File: src/rtl/pipo_pkg.sv
// Shared constants and helpers for the pipo_fifo operand queue.
package pipo_pkg;

   localparam int PIPO_WIDTH_DEF = 16;
   localparam int PIPO_DEPTH_DEF = 4;

   // Pointer width for a power-of-two depth; never narrower than one bit.
   function automatic int ptr_w(input int depth);
      return (depth > 1) ? $clog2(depth) : 1;
   endfunction

endpackage

File: src/rtl/pipo_fifo_if.sv
// Handshake bundle between the operand source/consumer and the FIFO.
interface pipo_fifo_if
   import pipo_pkg::*;
#(
   parameter int WIDTH = PIPO_WIDTH_DEF,
   parameter int DEPTH = PIPO_DEPTH_DEF
);

   logic                      flush;
   logic                      ld;
   logic signed [WIDTH-1:0]   data_in;
   logic                      rd;
   logic signed [WIDTH-1:0]   data_out;
   logic                      out_valid;
   logic                      full;
   logic                      empty;
   logic [ptr_w(DEPTH):0]     count;
   logic                      ovf;

   // Source/consumer side: issues writes, pops and flushes.
   modport master (
      output flush, ld, data_in, rd,
      input  data_out, out_valid, full, empty, count, ovf
   );

   // FIFO side.
   modport slave (
      input  flush, ld, data_in, rd,
      output data_out, out_valid, full, empty, count, ovf
   );

endinterface

File: src/rtl/pipo_fifo_mem.sv
// DEPTH x WIDTH storage: synchronous write port, asynchronous read port.
module pipo_fifo_mem
   import pipo_pkg::*;
#(
   parameter int WIDTH = PIPO_WIDTH_DEF,
   parameter int DEPTH = PIPO_DEPTH_DEF
) (
   input  logic                      clk,
   input  logic                      we,
   input  logic [ptr_w(DEPTH)-1:0]   waddr,
   input  logic signed [WIDTH-1:0]   wdata,
   input  logic [ptr_w(DEPTH)-1:0]   raddr,
   output logic signed [WIDTH-1:0]   rdata
);

   logic signed [WIDTH-1:0] mem [DEPTH];

   // Store the incoming word at the write address.
   // NOTE: the array has no reset; stale entries are never observed because
   // the control logic masks the read data whenever the FIFO is empty.
   always_ff @(posedge clk) begin
      // NOTE: non-blocking assignment so every register sees pre-edge values.
      if (we) mem[waddr] <= wdata;
   end

   assign rdata = mem[raddr];

endmodule

File: src/rtl/pipo_fifo.sv
// DEPTH-entry FIFO queuing signed operands for the Booth multiplier.
// Holds pointers, occupancy, sticky overflow and the empty masking.
module pipo_fifo
   import pipo_pkg::*;
#(
   parameter int WIDTH = PIPO_WIDTH_DEF,
   parameter int DEPTH = PIPO_DEPTH_DEF
) (
   input  logic        clk,
   input  logic        rst_n,
   pipo_fifo_if.slave  bus
);

   localparam int              PW       = ptr_w(DEPTH);
   localparam logic [PW:0]     CNT_FULL = (PW+1)'(DEPTH);
   localparam logic [PW:0]     CNT_ONE  = (PW+1)'(1);
   localparam logic [PW-1:0]   PTR_ONE  = PW'(1);

   logic [PW-1:0]             wr_ptr;
   logic [PW-1:0]             rd_ptr;
   logic [PW:0]               cnt;
   logic                      ovf_q;
   logic                      is_full;
   logic                      is_empty;
   logic                      wr_en;
   logic                      rd_en;
   logic signed [WIDTH-1:0]   rdata;

   // Flags come from the pre-edge count, so a ld on a full FIFO is rejected
   // even when a pop happens on the same edge.
   assign is_full  = (cnt == CNT_FULL);
   assign is_empty = (cnt == '0);

   // Reset and flush outrank the write so nothing lands in memory on those edges.
   assign wr_en = rst_n && !bus.flush && bus.ld && !is_full;
   assign rd_en = bus.rd && !is_empty;

   pipo_fifo_mem #(
      .WIDTH (WIDTH),
      .DEPTH (DEPTH)
   ) u_mem (
      .clk   (clk),
      .we    (wr_en),
      .waddr (wr_ptr),
      .wdata (bus.data_in),
      .raddr (rd_ptr),
      .rdata (rdata)
   );

   // Pointer, occupancy and overflow bookkeeping; reset, then flush, then ld/rd.
   always_ff @(posedge clk) begin
      if (!rst_n || bus.flush) begin
         wr_ptr <= '0;
         rd_ptr <= '0;
         cnt    <= '0;
         ovf_q  <= 1'b0;
      end else begin
         if (wr_en) wr_ptr <= wr_ptr + PTR_ONE;
         if (rd_en) rd_ptr <= rd_ptr + PTR_ONE;
         if (wr_en && !rd_en)      cnt <= cnt + CNT_ONE;
         else if (rd_en && !wr_en) cnt <= cnt - CNT_ONE;
         if (bus.ld && is_full) ovf_q <= 1'b1;
      end
   end

   // Present the head entry, forced to zero while the FIFO is empty.
   always_comb begin
      // NOTE: default first so every path assigns data_out and no latch forms.
      bus.data_out = '0;
      if (!is_empty) bus.data_out = rdata;
   end

   assign bus.out_valid = !is_empty;
   assign bus.full      = is_full;
   assign bus.empty     = is_empty;
   assign bus.count     = cnt;
   assign bus.ovf       = ovf_q;

endmodule

File: src/flat_wrapper.sv
// flat-port wrapper written by rule: the top's interface ports become plain ports
module pipo_fifo_flat import pipo_pkg::*;
#(
   parameter int WIDTH = PIPO_WIDTH_DEF,
   parameter int DEPTH = PIPO_DEPTH_DEF
)
  (clk, rst_n, bus_flush, bus_ld, bus_data_in, bus_rd, bus_data_out, bus_out_valid, bus_full, bus_empty, bus_count, bus_ovf);
  pipo_fifo_if #(.WIDTH(WIDTH), .DEPTH(DEPTH)) bus_i ();
  input  logic clk;
  input  logic rst_n;
  input wire logic [$bits(bus_i.flush)-1:0] bus_flush;
  input wire logic [$bits(bus_i.ld)-1:0] bus_ld;
  input wire logic [$bits(bus_i.data_in)-1:0] bus_data_in;
  input wire logic [$bits(bus_i.rd)-1:0] bus_rd;
  output wire logic [$bits(bus_i.data_out)-1:0] bus_data_out;
  output wire logic [$bits(bus_i.out_valid)-1:0] bus_out_valid;
  output wire logic [$bits(bus_i.full)-1:0] bus_full;
  output wire logic [$bits(bus_i.empty)-1:0] bus_empty;
  output wire logic [$bits(bus_i.count)-1:0] bus_count;
  output wire logic [$bits(bus_i.ovf)-1:0] bus_ovf;
  assign bus_i.flush = bus_flush;
  assign bus_i.ld = bus_ld;
  assign bus_i.data_in = bus_data_in;
  assign bus_i.rd = bus_rd;
  assign bus_data_out = bus_i.data_out;
  assign bus_out_valid = bus_i.out_valid;
  assign bus_full = bus_i.full;
  assign bus_empty = bus_i.empty;
  assign bus_count = bus_i.count;
  assign bus_ovf = bus_i.ovf;
  pipo_fifo #(.WIDTH(WIDTH), .DEPTH(DEPTH)) u_core (.clk(clk), .rst_n(rst_n), .bus(bus_i));
endmodule
File: config.mk
export PLATFORM = sky130hd
export DESIGN_NAME = pipo_fifo_flat
export DESIGN_NICKNAME = d
export VERILOG_FILES = /design/src/rtl/pipo_pkg.sv /design/src/rtl/pipo_fifo_if.sv /design/src/rtl/pipo_fifo_mem.sv /design/src/rtl/pipo_fifo.sv /design/src/flat_wrapper.sv
export SDC_FILE = /design/constraint.sdc
export NUM_CORES = 1
export LEC_CHECK = 0
export CAP_MARGIN = 20
export CORE_UTILIZATION = 42
export DETAILED_ROUTE_END_ITERATION = 8
export PLACE_DENSITY = 0.71
export REMOVE_ABC_BUFFERS = 1
export SLEW_MARGIN = 5
export SYNTH_ARGS = -nofsm -noshare
export SYNTH_HDL_FRONTEND = slang
export SYNTH_HIERARCHICAL = 1
export SYNTH_SLANG_ARGS = --single-unit
File: constraint.sdc
create_clock -name clk -period 3.9 [get_ports clk]
set_input_delay 0.39 -clock clk [delete_from_list [all_inputs] [get_ports clk]]
set_output_delay 0.39 -clock clk [all_outputs]
set_load 0.02 [all_outputs]
* Word level (Yosys, flattened, before mapping)
Memories as Yosys holds them, arrays and structs flattened. A register that Yosys moved wholly into a read port is not among the register bits.
Index checks and enable logic that the tools add are counted.
** Cells by class
- Add/subtract/negate cells :: 4
- Equal/unequal tests :: 1
- Muxes and demuxes :: 7
- Reduce and logical (&&, ||, !) cells :: 16
** Operators by type and width (number)
- 2-to-1 mux 16 bit :: 1
- logical AND 1 bit :: 7
- logical NOT 1 bit :: 6
- 2-to-1 mux 3 bit :: 2
- adder 2 x 1 -> 2 bit, second input constant :: 2
- 2-to-1 mux 2 bit :: 2
- adder 3 x 1 -> 3 bit, second input constant :: 1
- == test 3 bit, second input constant :: 1
- logical NOT 3 bit :: 1
- subtractor 3 x 1 -> 3 bit, second input constant :: 1
- 2-to-1 mux 1 bit :: 2
- nonzero test 2 bit :: 1
- logical OR 1 bit :: 1
** Word-level totals
- Flip-flop bits (word level) :: 8
- Bits in writable memories :: 64
- Input bits :: 21
- Memories kept :: 1
** Memories
- u_core.u_mem.mem :: depth 4, bits a word 16, read ports 1, clocked after Yosys merged registers in 1, write ports 1, line pipo_fifo_mem.sv:16 : logic signed [WIDTH-1:0] mem [DEPTH];

* Depth between registers and ports, before layout
- Depth in word-level cells :: 8
- Depth in mapped cells :: 9
- Mapped depth without buffers :: 8

* Hierarchy
Netlist, hierarchy kept.
** By module, submodules not included
- pipo_fifo_mem :: times used 1, cells an instance 88, area each 2377.3 um^2, sequential area each 1921.8 um^2
- pipo_fifo :: times used 1, cells an instance 60, area each 485.5 um^2, sequential area each 160.2 um^2

* Worst setup path after synthesis
No wires, ideal clock.
- Path kind :: reg2reg
- Start point :: register u_core.cnt[0], in the netlist u_core/bus.count[0]
- End point :: memory u_core/u_mem/mem[0][0] (netlist bit) (enable)
- Setup time :: 0.413 ns
- Data arrival time :: 2.318 ns
- Required time :: 3.487 ns
- Slack :: 1.169 ns
- Stages on the path, launching flop included :: 4
- Clock period less this slack :: 2.731 ns
- Cell sequence :: dfxtp_1 > nor3b_2 > nor3_1 > nor3b_1
** On the way
- Word-level cells in the longest chain between the ends :: 5
** RTL lines
- start, declared :: line pipo_fifo.sv:21 : logic [PW:0] cnt;
- start signal, assigned :: line pipo_fifo.sv:60 : if (wr_en && !rd_en) cnt <= cnt + CNT_ONE;
- start signal, assigned :: line pipo_fifo.sv:61 : else if (rd_en && !wr_en) cnt <= cnt - CNT_ONE;
- == test 3 bit :: line pipo_fifo.sv:31 : assign is_full = (cnt == CNT_FULL);
- named net bus_full :: line flat_wrapper.sv:17 : output wire logic [$bits(bus_i.full)-1:0] bus_full;
- logical NOT 1 bit :: line pipo_fifo.sv:35 : assign wr_en = rst_n && !bus.flush && bus.ld && !is_full;
- logical AND 1 bit :: line pipo_fifo.sv:35
- named net u_core.wr_en :: line pipo_fifo.sv:25 : logic wr_en;
- 2-to-1 mux 1 bit :: line pipo_fifo_mem.sv:23 : if (we) mem[waddr] <= wdata;
- 2-to-1 mux 1 bit (not written as such) :: line pipo_fifo_mem.sv:23
- end, declared :: line pipo_fifo_mem.sv:16
The timed path passes the listed nets, and every way through them passes these cells.

==> parameters.txt <==
Parameter                              Value

Synth
  Post-synth top area share    67.13%
  Synthesis warning total    6
  Top cells by area in the synthesized netlist    sky130_fd_sc_hd__edfxtp_1, sky130_fd_sc_hd__mux4_2, sky130_fd_sc_hd__dfxtp_1, sky130_fd_sc_hd__mux4_1, sky130_fd_sc_hd__nor2b_1
  Post-Synthesis Cells    148
  Post-synthesis mux area share    13.72%
  Post-synthesis instance area    0.002863 mm²
  Area share of fa/ha/maj cells after synthesis    1.136%
  Main combinational cell family by area after synthesis    multiplexers
  Unique masters post-synth    27
  Post-Synth Simple-Gate Area    7.255%
  Post-synthesis share of cell area spent on xor and xnor gates    0.9178%
  #FFs+latches synth    72
  Share of the yosys chip area belonging to registers    72.73%
  Number of flops mapped to enable cells by yosys    64
  Post-synthesis area per instance    19.34 µm²
  Primary FF master, synth    sky130_fd_sc_hd__edfxtp_1
  Synth Area in Compound Gates    1.836%
  Share of synthesized flip-flops with an asynchronous set or reset    0%
  Largest area contributor in the netlist    sky130_fd_sc_hd__edfxtp_1

Layout
  Count of inserted antenna diode cells    0
  Most frequent cells in the layout    sky130_fd_sc_hd__edfxtp_1, sky130_fd_sc_hd__clkdlybuf4s50_1, sky130_fd_sc_hd__nor2b_1
  Leading cell type in the layout, fill and taps excluded    sky130_fd_sc_hd__edfxtp_1
  Final instance area    0.003561 mm²
  Area growth from synthesis to layout    24.39%
  Filler Cell Count    517
  Proportion of layout cells with a drive suffix above 1    15.27%
  Count of nets after finishing    221

Routing
  Routed length per placed instance    18.31 µm
  Post-DRT Antenna Nets    0
  DR pass1 iterations    8
  Total Wirelength    5128 µm
  DRC violation count after routing    3
  Number of vias per cell    5.400
  Routed vias    1512
  Number of DRC violations after detailed-routing iteration 0    92

STA
  Clk_skew    0.007115 ns
  Final critical-path setup slack    0.9773 ns
  Worst-margin pin slew    0.9003 ns
  Setup repair after global routing missed its margin    no
  Final cycle utilization of the critical path    74.94%
  Crit path time final    2.923 ns
  Setup Viol. Count Final    0
  Normalized max-slew margin    39.98%
  Setup total negative slack    0 ns
  Achievable frequency    342.1 MHz
  Final number of hold-violating endpoints    0
  Slew Limit Fails    0

Status
  Run status    finished, violations left
  Failing checks    DRC

Global routing
  Wire length of the first global-routing pass    8059 µm
  Total routing usage reported by global routing    15.69%
  Total congestion overflow after global routing    0
  Number of antenna violations at the first check in global routing    0
  Via count of the first global-routing pass    1608
  Largest net degree at the start of global routing    21

Die
  Number of top-level pins    44
  Die X    84.56 µm
  Effective utilization at floorplan    44.32%
  Height of the die    84.56 µm
  Placement Rows    29
  Area of the core region    0.006459 mm²
  Overall die area    0.007150 mm²

Place
  Count of port buffers added during placement    43
  Dpl hpwl    3174 µm
  Instance area at placement    0.003364 mm²
  RD Place Congestion    0.7274
  Pre-CTS WS    1.021 ns

Power and ir drop
  Power density of the placed cells    440.0 mW/mm²
  Leak    1.155 nW
  Peak VDD IR    0.1980 mV

Setup path
  Endpoint required time on the critical path    3.51 ns
  Critical R2R Capture    u_core/bus.count[2]
  Sort of element at the start of the critical path    register
  Cell-by-cell trace of the critical path    buf_4 > mux4_2 > nor2b_1 > clkdlybuf4s50_1
  Arrival time at the worst endpoint    2.53 ns
  Startpoint of the lowest-slack register-to-register path    u_core/bus.count[0]
  Element type at the critical path end    output pin
  Delay of the slowest critical-path stage    0.66 ns
  Worst Reg-to-Reg Cells    8
  Worst Setup SP    u_core/rd_ptr[0]
  WP buf/inv    2
  Critical Path Slowest Stage Cell    sky130_fd_sc_hd__dfxtp_1
  Capture point of the critical path    bus_data_out[9]
  Register-to-register path setup slack    1.50 ns
  Logic depth of the worst path, buffers included    4
  Maximum fanout count along the critical path    10
  Critical path class    reg2out
  CP delay by family, top    buffers and inverters

Clocking
  Depth of the CTS H-tree    3
  Count of hold buffers inserted by post-cts repair    0
  Postcts setup bufs    0
  Clock tree from TritonCTS    yes
  Root Buffer Master    sky130_fd_sc_hd__clkbuf_8
  Number of clock sinks    72
  Clock network latency to the later pin of the worst-skew pair    0.34 ns
  Number of gates resized after cts    0
  Number of buffers created by CTS    9
  Clock-pin transition on the worst setup and hold timing paths    0.07 ns
  Clock tree buffer depth    2

Min path
  Min-Delay Path Class    reg2reg

Flow run
  Number of max-cap violations    0
## metrics by stage
| step | utilization, % | instances | hold WS (ns) | power (mW) |
|---|---|---|---|---|
| 2_1_floorplan | - | 141 | 0.4841 | 0.9362 |
| 3_3_place_gp | 52.09 | 264 | 0.4675 | 1.009 |
| 3_5_place_dp | 52.09 | 264 | 0.4855 | 1.014 |
| 4_1_cts | 55.13 | 280 | 0.5072 | 1.586 |
| 5_1_grt | 55.13 | 280 | 0.5447 | 1.626 |
| 6_report | 55.13 | 280 | 0.4931 | 1.567 |
## synth_stat cells, types with 3 or more instances
| master | n |
|---|---|
| sky130_fd_sc_hd__or3_1 | 4 |
| sky130_fd_sc_hd__xor2_1 | 3 |
| sky130_fd_sc_hd__mux4_2 | 10 |
| sky130_fd_sc_hd__inv_1 | 3 |
| sky130_fd_sc_hd__edfxtp_1 | 64 |
| sky130_fd_sc_hd__dfxtp_1 | 8 |
| sky130_fd_sc_hd__o21ai_0 | 4 |
| sky130_fd_sc_hd__a21oi_1 | 5 |
| sky130_fd_sc_hd__mux4_1 | 6 |
| sky130_fd_sc_hd__nor2b_1 | 16 |
| sky130_fd_sc_hd__buf_2 | 3 |
| sky130_fd_sc_hd__nor2_1 | 4 |
## sequential cells by signal (all words and copies together) (netlist names)
name	flops
u_core/wr_ptr	2
u_core/u_mem/mem	64
u_core/bus.count	3
u_core/bus.ovf	1
u_core/rd_ptr	2
## tightest hold or removal path: cells and delay by family, from the launching register on
| kind | cells | cell delay, ns |
|---|---|---|
| AO/OA/AOI/OAI | 1 | 0.04 |
| flip-flops | 1 | 0.33 |
| AND/OR/NAND/NOR | 1 | 0.09 |
## cell type report
class | instances | area (µm²) | area share, %
Clock buffer | 9 | 123.9 | 3.479
Clock inverter | 7 | 72.57 | 2.038
Inverter | 3 | 11.26 | 0.3162
Multi-Input combinational cell | 66 | 721.9 | 20.27
Sequential cell | 72 | 2082 | 58.47
Tap cell | 77 | 96.34 | 2.706
Timing Repair Buffer | 46 | 452.9 | 12.72
## logic make-up (layout without fill, tap and decap cells)
| family | count (synthesis) | in the layout |
|---|---|---|
| buf+inv | 10 | 65 |
| compound gates | 10 | 10 |
| flops | 72 | 72 |
| mux | 17 | 17 |
| fa+ha+maj | 2 | 2 |
| xor+xnor | 3 | 3 |
| simple gates | 34 | 34 |
## power breakdown
part	internal [mW]	switching, mW
clock network	0.295	0.276
registers	0.848	0.00706
logic	0.0715	0.0696
## worst min path at each step
stage / start / end / slack [ns] / depth (start not counted)
floorplan: u_core/wr_ptr[1] / u_core/wr_ptr[1] / 0.48 / 2
global placement: u_core/bus.ovf / u_core/bus.ovf / 0.47 / 2
detailed placement: u_core/bus.ovf / u_core/bus.ovf / 0.49 / 2
CTS: u_core/bus.ovf / u_core/bus.ovf / 0.51 / 2
global route: u_core/bus.ovf / u_core/bus.ovf / 0.54 / 2
finish: u_core/bus.ovf / u_core/bus.ovf / 0.49 / 2
## per-layer routing
metal	global-route usage, %	part of all wire (%)	up-vias
li1	-	-	684
met1	18.62	42	764
met2	26.61	51	53
met3	4.326	5.1	11
met4	7.396	1.6	0
met5	0	0	-
Power figures use the tool's default switching activity.
